===== src/rtl/wb_select_pipe_if.sv =====
// Handshake bundle for wb_select_pipe.
// Producer side: data_in, sel, in_valid/in_ready. Consumer side: out_data, out_valid/out_ready.
// Error side: sel_err, err_clr, err_count.
// master = the environment that drives sources and consumes results; slave = the selector.
interface wb_select_pipe_if #(
  parameter int WIDTH = 32,
  parameter int N_IN  = 9,
  parameter int SEL_W = 4
);
  logic [N_IN*WIDTH-1:0] data_in;
  logic [SEL_W-1:0]      sel;
  logic                  in_valid;
  logic                  in_ready;
  logic [WIDTH-1:0]      out_data;
  logic                  out_valid;
  logic                  out_ready;
  logic                  sel_err;
  logic                  err_clr;
  logic [15:0]           err_count;

  modport master (
    output data_in, sel, in_valid, out_ready, err_clr,
    input  in_ready, out_data, out_valid, sel_err, err_count
  );

  modport slave (
    input  data_in, sel, in_valid, out_ready, err_clr,
    output in_ready, out_data, out_valid, sel_err, err_count
  );
endinterface


===== src/rtl/wb_select_pipe.sv =====
// Purpose: N-way write-back source selector with a 2-entry elastic (skid) output stage.
// Latency: 1 cycle from accept to out_valid; 1 word/cycle with out_ready held high.
// Backpressure: in_ready drops only when both entries are full; it decodes state alone.
//
// Ports: clk, reset (async active-low), bus (wb_select_pipe_if.slave):
//   data_in/sel/in_valid/in_ready  - producer handshake, source k = data_in[k*WIDTH +: WIDTH]
//   out_data/out_valid/out_ready   - registered result handshake
//   sel_err/err_clr/err_count      - sticky illegal-select flag, clear, optional counter
// Optional feature macro: WB_SEL_ERR_COUNT_EN (16-bit saturating illegal-select counter;
// when undefined err_count is tied to zero and no counter flops exist).
module wb_select_pipe #(
  parameter int WIDTH = 32,
  parameter int N_IN  = 9,
  parameter int SEL_W = 4
) (
  input  logic             clk,
  input  logic             reset,
  wb_select_pipe_if.slave  bus
);

  if (N_IN < 2 || (2**SEL_W) < N_IN) begin : g_bad_params
    $error("wb_select_pipe: need N_IN >= 2 and 2**SEL_W >= N_IN");
  end

  typedef enum logic [1:0] {EMPTY, ONE, TWO} state_t;

  state_t           state, state_nxt;
  logic [WIDTH-1:0] m_q, s_q, sel_word;
  logic             accept, illegal, bad_accept;
  logic             load_m, load_s, m_from_s;
  logic             err_q;

  // Unmatched (out-of-range) selects fall through to the all-zero default.
  always_comb begin
    sel_word = '0;
    for (int k = 0; k < N_IN; k++) begin
      if (bus.sel == SEL_W'(k)) sel_word = bus.data_in[k*WIDTH +: WIDTH];
    end
  end

  assign illegal    = int'(bus.sel) >= N_IN;
  assign accept     = bus.in_valid & bus.in_ready;
  assign bad_accept = accept & illegal;

  always_ff @(posedge clk or negedge reset) begin
    if (!reset) state <= EMPTY;
    else        state <= state_nxt;
  end

  always_comb begin
    state_nxt = state;
    load_m    = 1'b0;
    load_s    = 1'b0;
    m_from_s  = 1'b0;
    case (state)
      EMPTY: begin
        if (accept) begin
          load_m    = 1'b1;
          state_nxt = ONE;
        end
      end
      ONE: begin
        if (accept && !bus.out_ready) begin
          load_s    = 1'b1;
          state_nxt = TWO;
        end else if (accept) begin
          load_m    = 1'b1;
        end else if (bus.out_ready) begin
          state_nxt = EMPTY;
        end
      end
      TWO: begin
        if (bus.out_ready) begin
          m_from_s  = 1'b1;
          state_nxt = ONE;
        end
      end
      default: state_nxt = EMPTY;
    endcase
  end

  always_ff @(posedge clk or negedge reset) begin
    if (!reset) begin
      m_q <= '0;
      s_q <= '0;
    end else begin
      if (load_m)        m_q <= sel_word;
      else if (m_from_s) m_q <= s_q;
      if (load_s)        s_q <= sel_word;
    end
  end

  // A new illegal accept takes priority over a simultaneous clear.
  always_ff @(posedge clk or negedge reset) begin
    if (!reset)          err_q <= 1'b0;
    else if (bad_accept) err_q <= 1'b1;
    else if (bus.err_clr) err_q <= 1'b0;
  end

`ifdef WB_SEL_ERR_COUNT_EN
  logic [15:0] cnt_q;

  always_ff @(posedge clk or negedge reset) begin
    if (!reset)                              cnt_q <= 16'h0000;
    else if (bus.err_clr)                    cnt_q <= bad_accept ? 16'h0001 : 16'h0000;
    else if (bad_accept && cnt_q != 16'hFFFF) cnt_q <= cnt_q + 16'h0001;
  end

  assign bus.err_count = cnt_q;
`else
  assign bus.err_count = 16'h0000;
`endif

  assign bus.out_data  = m_q;
  assign bus.out_valid = (state != EMPTY);
  assign bus.in_ready  = (state != TWO);
  assign bus.sel_err   = err_q;

endmodule


===== src/flat_wrapper.sv =====
// flat-port wrapper written by rule: the top's interface ports become plain ports
module wb_select_pipe_flat 
#(
  parameter int WIDTH = 32,
  parameter int N_IN  = 9,
  parameter int SEL_W = 4
)
  (clk, reset, bus_data_in, bus_sel, bus_in_valid, bus_out_ready, bus_err_clr, bus_in_ready, bus_out_data, bus_out_valid, bus_sel_err, bus_err_count);
  wb_select_pipe_if #(.WIDTH(WIDTH), .N_IN(N_IN), .SEL_W(SEL_W)) bus_i ();
  input  logic clk;
  input  logic reset;
  input wire logic [$bits(bus_i.data_in)-1:0] bus_data_in;
  input wire logic [$bits(bus_i.sel)-1:0] bus_sel;
  input wire logic [$bits(bus_i.in_valid)-1:0] bus_in_valid;
  input wire logic [$bits(bus_i.out_ready)-1:0] bus_out_ready;
  input wire logic [$bits(bus_i.err_clr)-1:0] bus_err_clr;
  output wire logic [$bits(bus_i.in_ready)-1:0] bus_in_ready;
  output wire logic [$bits(bus_i.out_data)-1:0] bus_out_data;
  output wire logic [$bits(bus_i.out_valid)-1:0] bus_out_valid;
  output wire logic [$bits(bus_i.sel_err)-1:0] bus_sel_err;
  output wire logic [$bits(bus_i.err_count)-1:0] bus_err_count;
  assign bus_i.data_in = bus_data_in;
  assign bus_i.sel = bus_sel;
  assign bus_i.in_valid = bus_in_valid;
  assign bus_i.out_ready = bus_out_ready;
  assign bus_i.err_clr = bus_err_clr;
  assign bus_in_ready = bus_i.in_ready;
  assign bus_out_data = bus_i.out_data;
  assign bus_out_valid = bus_i.out_valid;
  assign bus_sel_err = bus_i.sel_err;
  assign bus_err_count = bus_i.err_count;
  wb_select_pipe #(.WIDTH(WIDTH), .N_IN(N_IN), .SEL_W(SEL_W)) u_core (.clk(clk), .reset(reset), .bus(bus_i));
endmodule

===== config.mk =====
export PLATFORM = sky130hd
export DESIGN_NAME = wb_select_pipe_flat
export DESIGN_NICKNAME = d
export VERILOG_FILES = /design/src/rtl/wb_select_pipe_if.sv /design/src/rtl/wb_select_pipe.sv /design/src/flat_wrapper.sv
export SDC_FILE = /design/constraint.sdc
export NUM_CORES = 1
export LEC_CHECK = 0
export BUFFER_PORTS_ARGS = -buffer_cell sky130_fd_sc_hd__buf_2
export CAP_MARGIN = 0
export CORE_MARGIN = 2
export CORE_UTILIZATION = 25
export DETAILED_ROUTE_END_ITERATION = 10
export PLACE_DENSITY = 0.55
export SETUP_SLACK_MARGIN = 0.3
export SYNTH_ARGS = -nofsm -noshare
export SYNTH_HDL_FRONTEND = slang
export SYNTH_SLANG_ARGS = --single-unit

===== constraint.sdc =====
create_clock -name clk -period 1.45 [get_ports clk]
set_input_delay 0.0725 -clock clk [delete_from_list [all_inputs] [get_ports clk]]
set_output_delay 0.0725 -clock clk [all_outputs]
set_load 0.01 [all_outputs]

==> flow_summary.yaml, run 1 <==
run_status:
  outcome: "finished with violations"
  failed_checks: "negative setup slack"
timing:
  final_period_minus_worst_setup_slack_ps: 1460
  finalHoldViolCount: 0
  period_utilisation_layout_pct: 100.7
  timing.setup.tns_ps: -28.84
  finClkSkew_ps: 6.906
  grt_setup_unrepaired: "yes"
  hold_ws_ps: 28.26
  final_critical_path_setup_slack_ps: -10.47
  final-max-slew-violation-count: 0
  highest_clock_frequency_the_design_can_meet_mhz: 684.7
  setup_viol: 5
floorplanning:
  dieHeight_microns: 156.0
  boundaryPins: 348
  dieWidth_microns: 156.0
  initial_utilization_pct: 25.52
  floorplan.die_area_sq_mm: 0.02434
  design.core.area_sq_mm: 0.02264
  rows: 55
worst_setup_path:
  r2r.worst_path.cells: 6
  critical_path.most_common_cell: "nor2_4"
  origin_of_the_critical_flop_to_flop_path: "u_core.state[1]$_DFFE_PN0P_"
  cp.arrival_ps: 1670
  r2r_slack_ps: -10
  worst-endpoint-required_ps: 1660
  timing.rr.end: "u_core.bus.out_data[9]$_DFFE_PN0P_"
  endpoint_kind: "flip-flop"
  worst_path_max_delay_cell: "dfrtp_2"
  path_delay_family: "flip-flops"
  path_buf_inv: 1
  crit_fanout: 6
  timing_worst_setup_path_type: "flip-flop to flip-flop"
  worstSetupStartpointType: "flip-flop"
  timing.critical_path.cells: "nand2b_4, nor2_4, nor2_4, buf_12, a221oi_2, o31ai_1"
  timing.critical_path.slowest_cell_delay_ps: 440
global_routing:
  grt_util_all_layers_pct: 21.42
  grt_pass1_vias: 6769
  grt_first_pass_wirelength_microns: 39320
  globalRouteOverflowTotal: 0
  number_of_antenna_violations_at_the_first_check_in_global_routing: 1
  grt_max_degree: 42
placement:
  portBuffers: 331
  gp_congestion: 0.8861
  place_area_sq_mm: 0.008411
  place.detailed.hpwl_microns: 21610
  detailedPlace.worstSlack_ps: -403.7
route:
  detail_route.vias_per_cell: 5.117
  drt-total-wl_microns: 28090
  initialDrtViolationCount: 458
  post-route-drc-count: 0
  drt-pass1-iter-count: 7
  detailroute.via_count: 7087
  route.detailed.wl_per_inst_microns: 20.28
  antenna_violating_nets_post_route: 0
clocking:
  clkSinkCount: 67
  h_tree_levels: 3
  cts_root_buffer: "clkbuf_16"
  max-clock-path-buffers: 2
  numCtsBuffers: 9
  worstSkewPairLatency_ps: 330
  cts_tree: "done"
  clkTransAtPathRegs_ps: 60
power:
  max-vdd-ir-drop_mv: 0.5726
  p_per_area_mw_per_mm2: 935.6
  leakage_power_figure_nw: 4.576
min_path:
  hold_path_end: "u_core.s_q[5]$_DFFE_PN0P_"
  hold_path.startpoint: "bus_data_in[261]"
  hold_path_class: "input port to flip-flop"
  hold_path_depth: 3
synthesis:
  synth.ff_latch_count: 67
  syn_area_sq_mm: 0.005777
  ys_async_sr_fraction_pct: 100.0
  seq_area_frac_synth_pct: 29.02
  syn_avg_cell_area_sq_um: 8.396
  synthDistinctLibCells: 55
  main_flop_type_after_synthesis: "dfrtp_1"
  netlist_instances: 688
  yosysWarningCount: 0
  synth-edff-count: 0
finish:
  area_growth_syn_to_layout_pct: 64.44
  fillCellCount: 2300
  layout.cells.most_common: "buf_2"
  mostFrequentLayoutCells: "buf_2, buf_4, dfrtp_1"
  post_route_design_area_sq_mm: 0.009499
  finalCoreUtilization_pct: 41.96
  design.final.nets: 1391
  drive_above_1_share_pct: 52.23
job:
  max_capacitance_violation_total: 0
==> how the worst max path moves through the flow <==
stage / from / end / slack (ps) / cells after the start
final: u_core.state[1]$_DFFE_PN0P_ / u_core.bus.out_data[9]$_DFFE_PN0P_ / -10 / 6
after global routing: u_core.state[1]$_DFFE_PN0P_ / u_core.bus.out_data[25]$_DFFE_PN0P_ / -90 / 6
after CTS: u_core.state[1]$_DFFE_PN0P_ / u_core.bus.out_data[9]$_DFFE_PN0P_ / -10 / 6
after detailed placement: bus_sel[2] / u_core.bus.out_data[8]$_DFFE_PN0P_ / -400 / 8
after global placement: bus_sel[2] / u_core.bus.out_data[8]$_DFFE_PN0P_ / -430 / 8
after floorplan: u_core.state[0]$_DFFE_PN0P_ / u_core.bus.out_data[20]$_DFFE_PN0P_ / 120 / 6
==> repair_timing <==
item / CTS / global route
pin swaps: 12 / 10
hold buffers: 2 / 0
endpoints found under the hold margin: 28 / 0
buffers inserted: 7 / 13
resized for setup: 47 / 48
endpoints found under the setup margin: 67 / 68
gates cloned: 4 / 6
==> registers in the layout, indices dropped and copies added (netlist names) <==
signal	cells
u_core.bus.out_data	32
u_core.s_q	32
u_core.state	2
u_core.bus.sel_err	1
==> through the flow <==
stage / total power [W] / std cells
3_5_place_dp: 0.006136 / 1336
4_1_cts: 0.008613 / 1365
6_report: 0.008887 / 1385
3_3_place_gp: 0.006098 / 1336
2_1_floorplan: 0.004625 / 703
5_1_grt: 0.009413 / 1385
==> layout make-up <==
cell class                 instances  area [sq um]  area share, %
antenna                            1         2.502        0.02634
clock buffer                       9         225.2          2.371
clock inverter                     7         68.82         0.7244
inverter                          20         75.07         0.7903
multi-input combinational        536          3923          41.29
sequential                        67          1678          17.66
tap                              285         356.6          3.754
timing repair buffer             460          3171          33.38
==> synth_stat cells (all sizes together) (13+ instances only) <==
master	count	share of area, %
o21ai	70	6.1
dfrtp	67	29
buf	63	8.3
a21oi	53	4.6
nand2	50	3.2
a22oi	43	5.7
nor2	40	2.6
mux2i	30	5.2
o22ai	30	3.2
a221oi	21	3.2
nor3	21	1.8
inv	20	1.3
nand2b	20	2.3
clkbuf	19	1.2
nor2b	19	2.1
mux2	17	3.3
o221ai	13	2.1
o2bb2ai	13	2.0
==> cells by family (layout without fill, tap and decap cells) <==
logic type | Yosys count | after routing | share of synthesized area, %
multiplexers | 53 | 53 | 10.85
AND/OR/NAND/NOR | 169 | 171 | 15.23
other | 1 | 17 | 0.06491
AO/OA/AOI/OAI | 296 | 296 | 34.00
flip-flops | 67 | 67 | 29.02
buffers and inverters | 102 | 496 | 10.83
==> routing by layer <==
layer	up-vias	global-route usage [%]	wire, microns
li1	3419	-	-
met1	3373	27.91	12190
met4	0	3.757	292
met3	18	3.889	1595
met2	277	37.42	14010
met5	-	0	0
==> tightest hold or removal path, cell delays in order <==
cell and delay, ps:
buf_2 100, nand2_1 70, a31oi_1 70
==> report_power, final <==
group | leakage, nW | total [W] | switching [W] | internal [W]
Clock | 0.141 | 0.00218 | 0.000855 | 0.00132
Sequential | 0.859 | 0.00292 | 0.000407 | 0.00251
Combinational | 3.58 | 0.00379 | 0.00189 | 0.00190
No activity file was read; power rests on OpenSTA's default activity.
==> inputs of run 2 (changes only) <==
--- a/config.mk
+++ b/config.mk
@@ -7,10 +7,12 @@
 export LEC_CHECK = 0
 export BUFFER_PORTS_ARGS = -buffer_cell sky130_fd_sc_hd__buf_2
 export CAP_MARGIN = 0
+export CELL_PAD_IN_SITES_DETAIL_PLACEMENT = 1
+export CELL_PAD_IN_SITES_GLOBAL_PLACEMENT = 1
 export CORE_MARGIN = 2
 export CORE_UTILIZATION = 25
 export DETAILED_ROUTE_END_ITERATION = 10
-export PLACE_DENSITY = 0.55
+export PLACE_DENSITY = 0.74
 export SETUP_SLACK_MARGIN = 0.3
 export SYNTH_ARGS = -nofsm -noshare
 export SYNTH_HDL_FRONTEND = slang
==> constraint.sdc (replaced) <==
create_clock -name clk -period 1.18 [get_ports clk]
set_input_delay 0.059 -clock clk [delete_from_list [all_inputs] [get_ports clk]]
set_output_delay 0.059 -clock clk [all_outputs]
set_load 0.01 [all_outputs]
==> flow_summary.yaml, run 2 (synthesis results as in run 1) <==
run_status:
  outcome: "finished with violations"
  failed_checks: "negative setup slack"
worst_setup_path:
  endpoint_kind: "flip-flop"
  timing_worst_setup_path_type: "flip-flop to flip-flop"
  path_buf_inv: 2
  timing.critical_path.slowest_cell_delay_ps: 440
  cp.arrival_ps: 1730
  worst_path_max_delay_cell: "dfrtp_2"
  critical_path.most_common_cell: "buf_6"
  path_delay_family: "flip-flops"
  crit_fanout: 5
  worstSetupStartpointType: "flip-flop"
  timing.critical_path.cells: "nand2b_4, nor2_4, buf_6, buf_6, nand2_8, o31ai_1"
  worst-endpoint-required_ps: 1410
timing:
  hold_ws_ps: 21.57
  setup_viol: 69
  highest_clock_frequency_the_design_can_meet_mhz: 666.8
  timing.slew.headroom_pct: 64.21
  finalHoldViolCount: 0
  final_critical_path_setup_slack_ps: -319.8
  grt_setup_unrepaired: "yes"
  finClkSkew_ps: 10.63
  final_period_minus_worst_setup_slack_ps: 1500
  final-max-slew-violation-count: 0
  period_utilisation_layout_pct: 127.1
  timing.setup.tns_ps: -14920
  max_slew.worst_pin.slew_ps: 536.2
power:
  p_per_area_mw_per_mm2: 1224
  seq_power_share_pct: 30.5
  max-vdd-ir-drop_mv: 0.7877
  power.switching_w: 0.004432
  internal_power_w: 0.007847
  switching_share_pct: 36.09
  power.combinational.fraction_pct: 46.9
  final_power_w: 0.01228
  leakage_power_figure_nw: 4.778
  clock_power_share_pct: 22.7
finish:
  multiInputGateArea_sq_mm: 0.004073
  drive_above_1_share_pct: 55.78
  area_growth_syn_to_layout_pct: 73.66
  design.final.nets: 1425
  mostFrequentLayoutCells: "buf_2, buf_4, dfrtp_1"
  sequential_cell_area_sq_mm: 0.001678
  layout.cells.most_common: "buf_2"
  post_route_design_area_sq_mm: 0.01003
  fillCellCount: 2722
floorplanning:
  floorplan.die_area_sq_mm: 0.02434
  rows: 55
  design.core.area_sq_mm: 0.02264
  boundaryPins: 348
  initial_utilization_pct: 25.52
  dieHeight_microns: 156.0
  dieWidth_microns: 156.0
placement:
  place.detailed.hpwl_microns: 23750
  place_area_sq_mm: 0.008588
  gp_congestion: 0.9035
  portBuffers: 331
global_routing:
  grt_first_pass_wirelength_microns: 45440
  grt_max_degree: 68
  grt_util_all_layers_pct: 24.38
  grt_pass1_vias: 7942
  number_of_antenna_violations_at_the_first_check_in_global_routing: 2
  globalRouteOverflowTotal: 0
clocking:
  clkSinkCount: 67
  numCtsBuffers: 9
  max-clock-path-buffers: 2
  clkTransAtPathRegs_ps: 60
  cts_root_buffer: "clkbuf_16"
  h_tree_levels: 3
  worstSkewPairLatency_ps: 340
  cts_tree: "done"
route:
  post-route-drc-count: 0
  initialDrtViolationCount: 350
  antenna_violating_nets_post_route: 0
  detailroute.via_count: 7437
  drt-total-wl_microns: 31360
  drt-pass1-iter-count: 4
  route.detailed.wl_per_inst_microns: 22.10
  detail_route.vias_per_cell: 5.241
job:
  max_capacitance_violation_total: 0
min_path:
  hold_path_class: "input port to flip-flop"
[run 2: changes by cell type in the layout (fill, tap and decap cells not counted), sizes merged]
| cell | delta |
|---|---|
| buf | +37 |
| bufbuf | -1 |
| clkbuf | -1 |
| clkinv | -3 |
| clkinvlp | -1 |
| inv | +2 |
| nand2 | -1 |
| nor2 | +2 |
[run 2: repair_timing]
action / CTS / global route
resized for setup: 123 / 38
gates cloned: 8 / 2
hold buffers: 2 / 0
endpoints found under the setup margin: 102 / 102
setup buffers: 35 / 4
pin swaps: 11 / 6
hold endpoints to repair: 68 / 0
[run 2: area by class of cell]
class / instances / area share (%)
clock buffers: 11 / 2.420
clock inverters: 5 / 0.5987
multi-input cells: 537 / 40.60
inverters: 20 / 0.7483
well taps: 285 / 3.555
diodes: 1 / 0.02494
flip-flops and latches: 67 / 16.72
repair buffers: 493 / 35.33
[run 2: worst paths after layout]
| path | startpoint | to | slack, ps | depth (start not counted) |
|---|---|---|---|---|
| worst max-delay path | u_core.state[1]$_DFFE_PN0P_ | u_core.bus.out_data[9]$_DFFE_PN0P_ | -320 | 6 |
| worst min-delay path | bus_data_in[276] | u_core.s_q[20]$_DFFE_PN0P_ | 20 | 3 |
| worst max register to register | u_core.state[1]$_DFFE_PN0P_ | u_core.bus.out_data[9]$_DFFE_PN0P_ | -320 | 6 |
| worst min register to register | u_core.s_q[23]$_DFFE_PN0P_ | u_core.s_q[23]$_DFFE_PN0P_ | 490 | 2 |
| max in group asynchronous | reset | u_core.state[1]$_DFFE_PN0P_ | 580 | 3 |
| min in group asynchronous | reset | u_core.s_q[5]$_DFFE_PN0P_ | 280 | 3 |
[run 2: per-layer routing]
layer  track usage [%]  wire length, microns
met4             5.461                   591
met2             43.09                 15740
met3             5.417                  2075
met5                 0                     0
met1             30.29                 12960
[run 2: power by group through the flow]
stage               sequential [W]  clock [W]  combinational, W
finish                     0.00374    0.00278           0.00576
global route               0.00381    0.00288           0.00620
CTS                        0.00364    0.00276           0.00538
detailed placement         0.00361          0           0.00416
global placement           0.00355          0           0.00405
floorplan                  0.00365          0           0.00204
[run 2: per-stage QoR]
stage / setup slack [ps] / instances / utilization [%]
2_1_floorplan: -146.3 / 703 / -
3_3_place_gp: -505.8 / 1351 / 37.93
3_5_place_dp: -595.6 / 1351 / 37.93
4_1_cts: -270.9 / 1412 / 43.26
5_1_grt: -379.1 / 1418 / 44.30
6_report: -319.8 / 1419 / 44.31
[run 2: tightest hold or removal path, cell delays in order]
cell	delay (ps)
buf_2	100
nand2_1	80
a31oi_1	80
==> inputs of run 3 (changes only) <==
--- a/config.mk
+++ b/config.mk
@@ -7,9 +7,8 @@
 export LEC_CHECK = 0
 export BUFFER_PORTS_ARGS = -buffer_cell sky130_fd_sc_hd__buf_2
 export CAP_MARGIN = 0
-export CELL_PAD_IN_SITES_DETAIL_PLACEMENT = 1
+export CELL_PAD_IN_SITES_DETAIL_PLACEMENT = 0
 export CELL_PAD_IN_SITES_GLOBAL_PLACEMENT = 1
-export CORE_MARGIN = 2
 export CORE_UTILIZATION = 25
 export DETAILED_ROUTE_END_ITERATION = 10
 export PLACE_DENSITY = 0.74
==> flow_summary.yaml, run 3 (synthesis results as in run 1) <==
run_status:
  outcome: "finished with violations"
  failed_checks: "negative setup slack"
clocking:
  cts_root_buffer: "clkbuf_16"
  clkSinkCount: 67
  clkTransAtPathRegs_ps: 60
  max-clock-path-buffers: 2
  numCtsBuffers: 9
  worstSkewPairLatency_ps: 340
  cts_tree: "done"
  h_tree_levels: 3
finish:
  sequential_cell_area_sq_mm: 0.001677
  fillCellCount: 2239
  multiInputGateArea_sq_mm: 0.003979
  design.final.nets: 1406
  mostFrequentLayoutCells: "buf_2, buf_4, dfrtp_1"
  layout.cells.most_common: "buf_2"
  drive_above_1_share_pct: 53.41
  area_growth_syn_to_layout_pct: 69.05
worst_setup_path:
  timing_worst_setup_path_type: "flip-flop to flip-flop"
  cp.arrival_ps: 1700
  origin_of_the_critical_flop_to_flop_path: "u_core.state[1]$_DFFE_PN0P_"
  r2r.worst_path.cells: 6
  worstSetupStartpointType: "flip-flop"
  worst-endpoint-required_ps: 1400
  critPathLaunch: "u_core.state[1]$_DFFE_PN0P_"
  crit_fanout: 8
  endpoint_kind: "flip-flop"
global_routing:
  grt_util_all_layers_pct: 22.43
  grt_first_pass_wirelength_microns: 40500
  number_of_antenna_violations_at_the_first_check_in_global_routing: 3
  grt_max_degree: 33
  globalRouteOverflowTotal: 0
  grt_pass1_vias: 6969
floorplanning:
  initial_utilization_pct: 25.52
  dieHeight_microns: 154.0
  design.core.area_sq_mm: 0.02264
  boundaryPins: 348
  rows: 55
  dieWidth_microns: 154.0
  floorplan.die_area_sq_mm: 0.02372
power:
  final_power_w: 0.01189
  max-vdd-ir-drop_mv: 0.7980
  leakage_power_figure_nw: 4.674
  p_per_area_mw_per_mm2: 1217
timing:
  period_utilisation_layout_pct: 125.9
  highest_clock_frequency_the_design_can_meet_mhz: 673.3
  final-max-slew-violation-count: 0
  final_critical_path_setup_slack_ps: -305.2
  finClkSkew_ps: 8.046
  hold_ws_ps: 2.305
  finalHoldViolCount: 0
  final_period_minus_worst_setup_slack_ps: 1485
  setup_viol: 67
  grt_setup_unrepaired: "yes"
job:
  max_capacitance_violation_total: 0
placement:
  portBuffers: 331
  place.detailed.hpwl_microns: 21920
  gp_congestion: 0.8540
route:
  drt-pass1-iter-count: 7
  detailroute.via_count: 7097
  initialDrtViolationCount: 473
  detail_route.vias_per_cell: 5.062
  drt-total-wl_microns: 27770
  post-route-drc-count: 0
  route.detailed.wl_per_inst_microns: 19.80
  antenna_violating_nets_post_route: 0
min_path:
  hold_path_depth: 3
  hold_path.startpoint: "bus_data_in[261]"
  hold_path_class: "input port to flip-flop"
## run 3: changes by cell type in the layout (fill, tap and decap cells not counted), moves of 7 or more
| cell | change |
|---|---|
| a22oi_1 | +11 |
| a22oi_2 | -11 |
| buf_4 | -11 |
| buf_6 | -7 |
## run 3: critical path: stages, from the launching register on
cell and delay (ps):
dfrtp_1 430, nand2b_4 180, nor2_4 180, buf_12 140, nor2_4 80, a221oi_2 250
o31ai_2 90
## run 3: worst paths after layout
kind,slack (ps),to
min in group asynchronous,190,u_core.bus.out_data[10]$_DFFE_PN0P_
max in group asynchronous,470,u_core.bus.out_data[20]$_DFFE_PN0P_
min,2,u_core.s_q[5]$_DFFE_PN0P_
min reg2reg,480,u_core.s_q[4]$_DFFE_PN0P_
max reg2reg,-310,u_core.bus.out_data[9]$_DFFE_PN0P_
max,-310,u_core.bus.out_data[9]$_DFFE_PN0P_
## run 3: metrics by stage
stage,utilization [%],setup TNS [ps],std cells,area [sq um],setup slack (ps)
floorplan,-,-5596,703,6130,-146.3
global placement,37.29,-27260,1335,8443,-538.8
detailed placement,37.29,-29500,1335,8443,-603.0
CTS,41.55,-11880,1384,9408,-270.7
global route,43.13,-18370,1402,9766,-347.8
finish,43.13,-15120,1402,9766,-305.2
## run 3: what timing repair did
action	CTS	global route
setup endpoints to repair	102	102
gates resized for setup	93	32
buffers inserted	28	7
hold buffers	2	0
gates cloned	3	8
pin swaps	4	14
endpoints found under the hold margin	55	0
## run 3: layer usage
layer,wire length [microns],GRT usage [%]
met1,12450,29.71
met4,531,5.381
met5,0,0
met3,1614,4.622
met2,13170,37.16
## run 3: final cells by class
cell class              instances  area share [%]
clock inverters                 7          0.8456
inverters                      20          0.7687
flip-flops and latches         67           17.17
repair buffers                474           34.44
multi-input cells             537           40.74
clock buffers                   9           2.306
diodes                          3         0.07687
well taps                     285           3.652
## run 3: report_power, final
| part | switching [W] | internal, W |
|---|---|---|
| registers | 0.000566 | 0.00309 |
| clock network | 0.00115 | 0.00167 |
| logic | 0.00249 | 0.00292 |
| total | 0.00421 | 0.00768 |
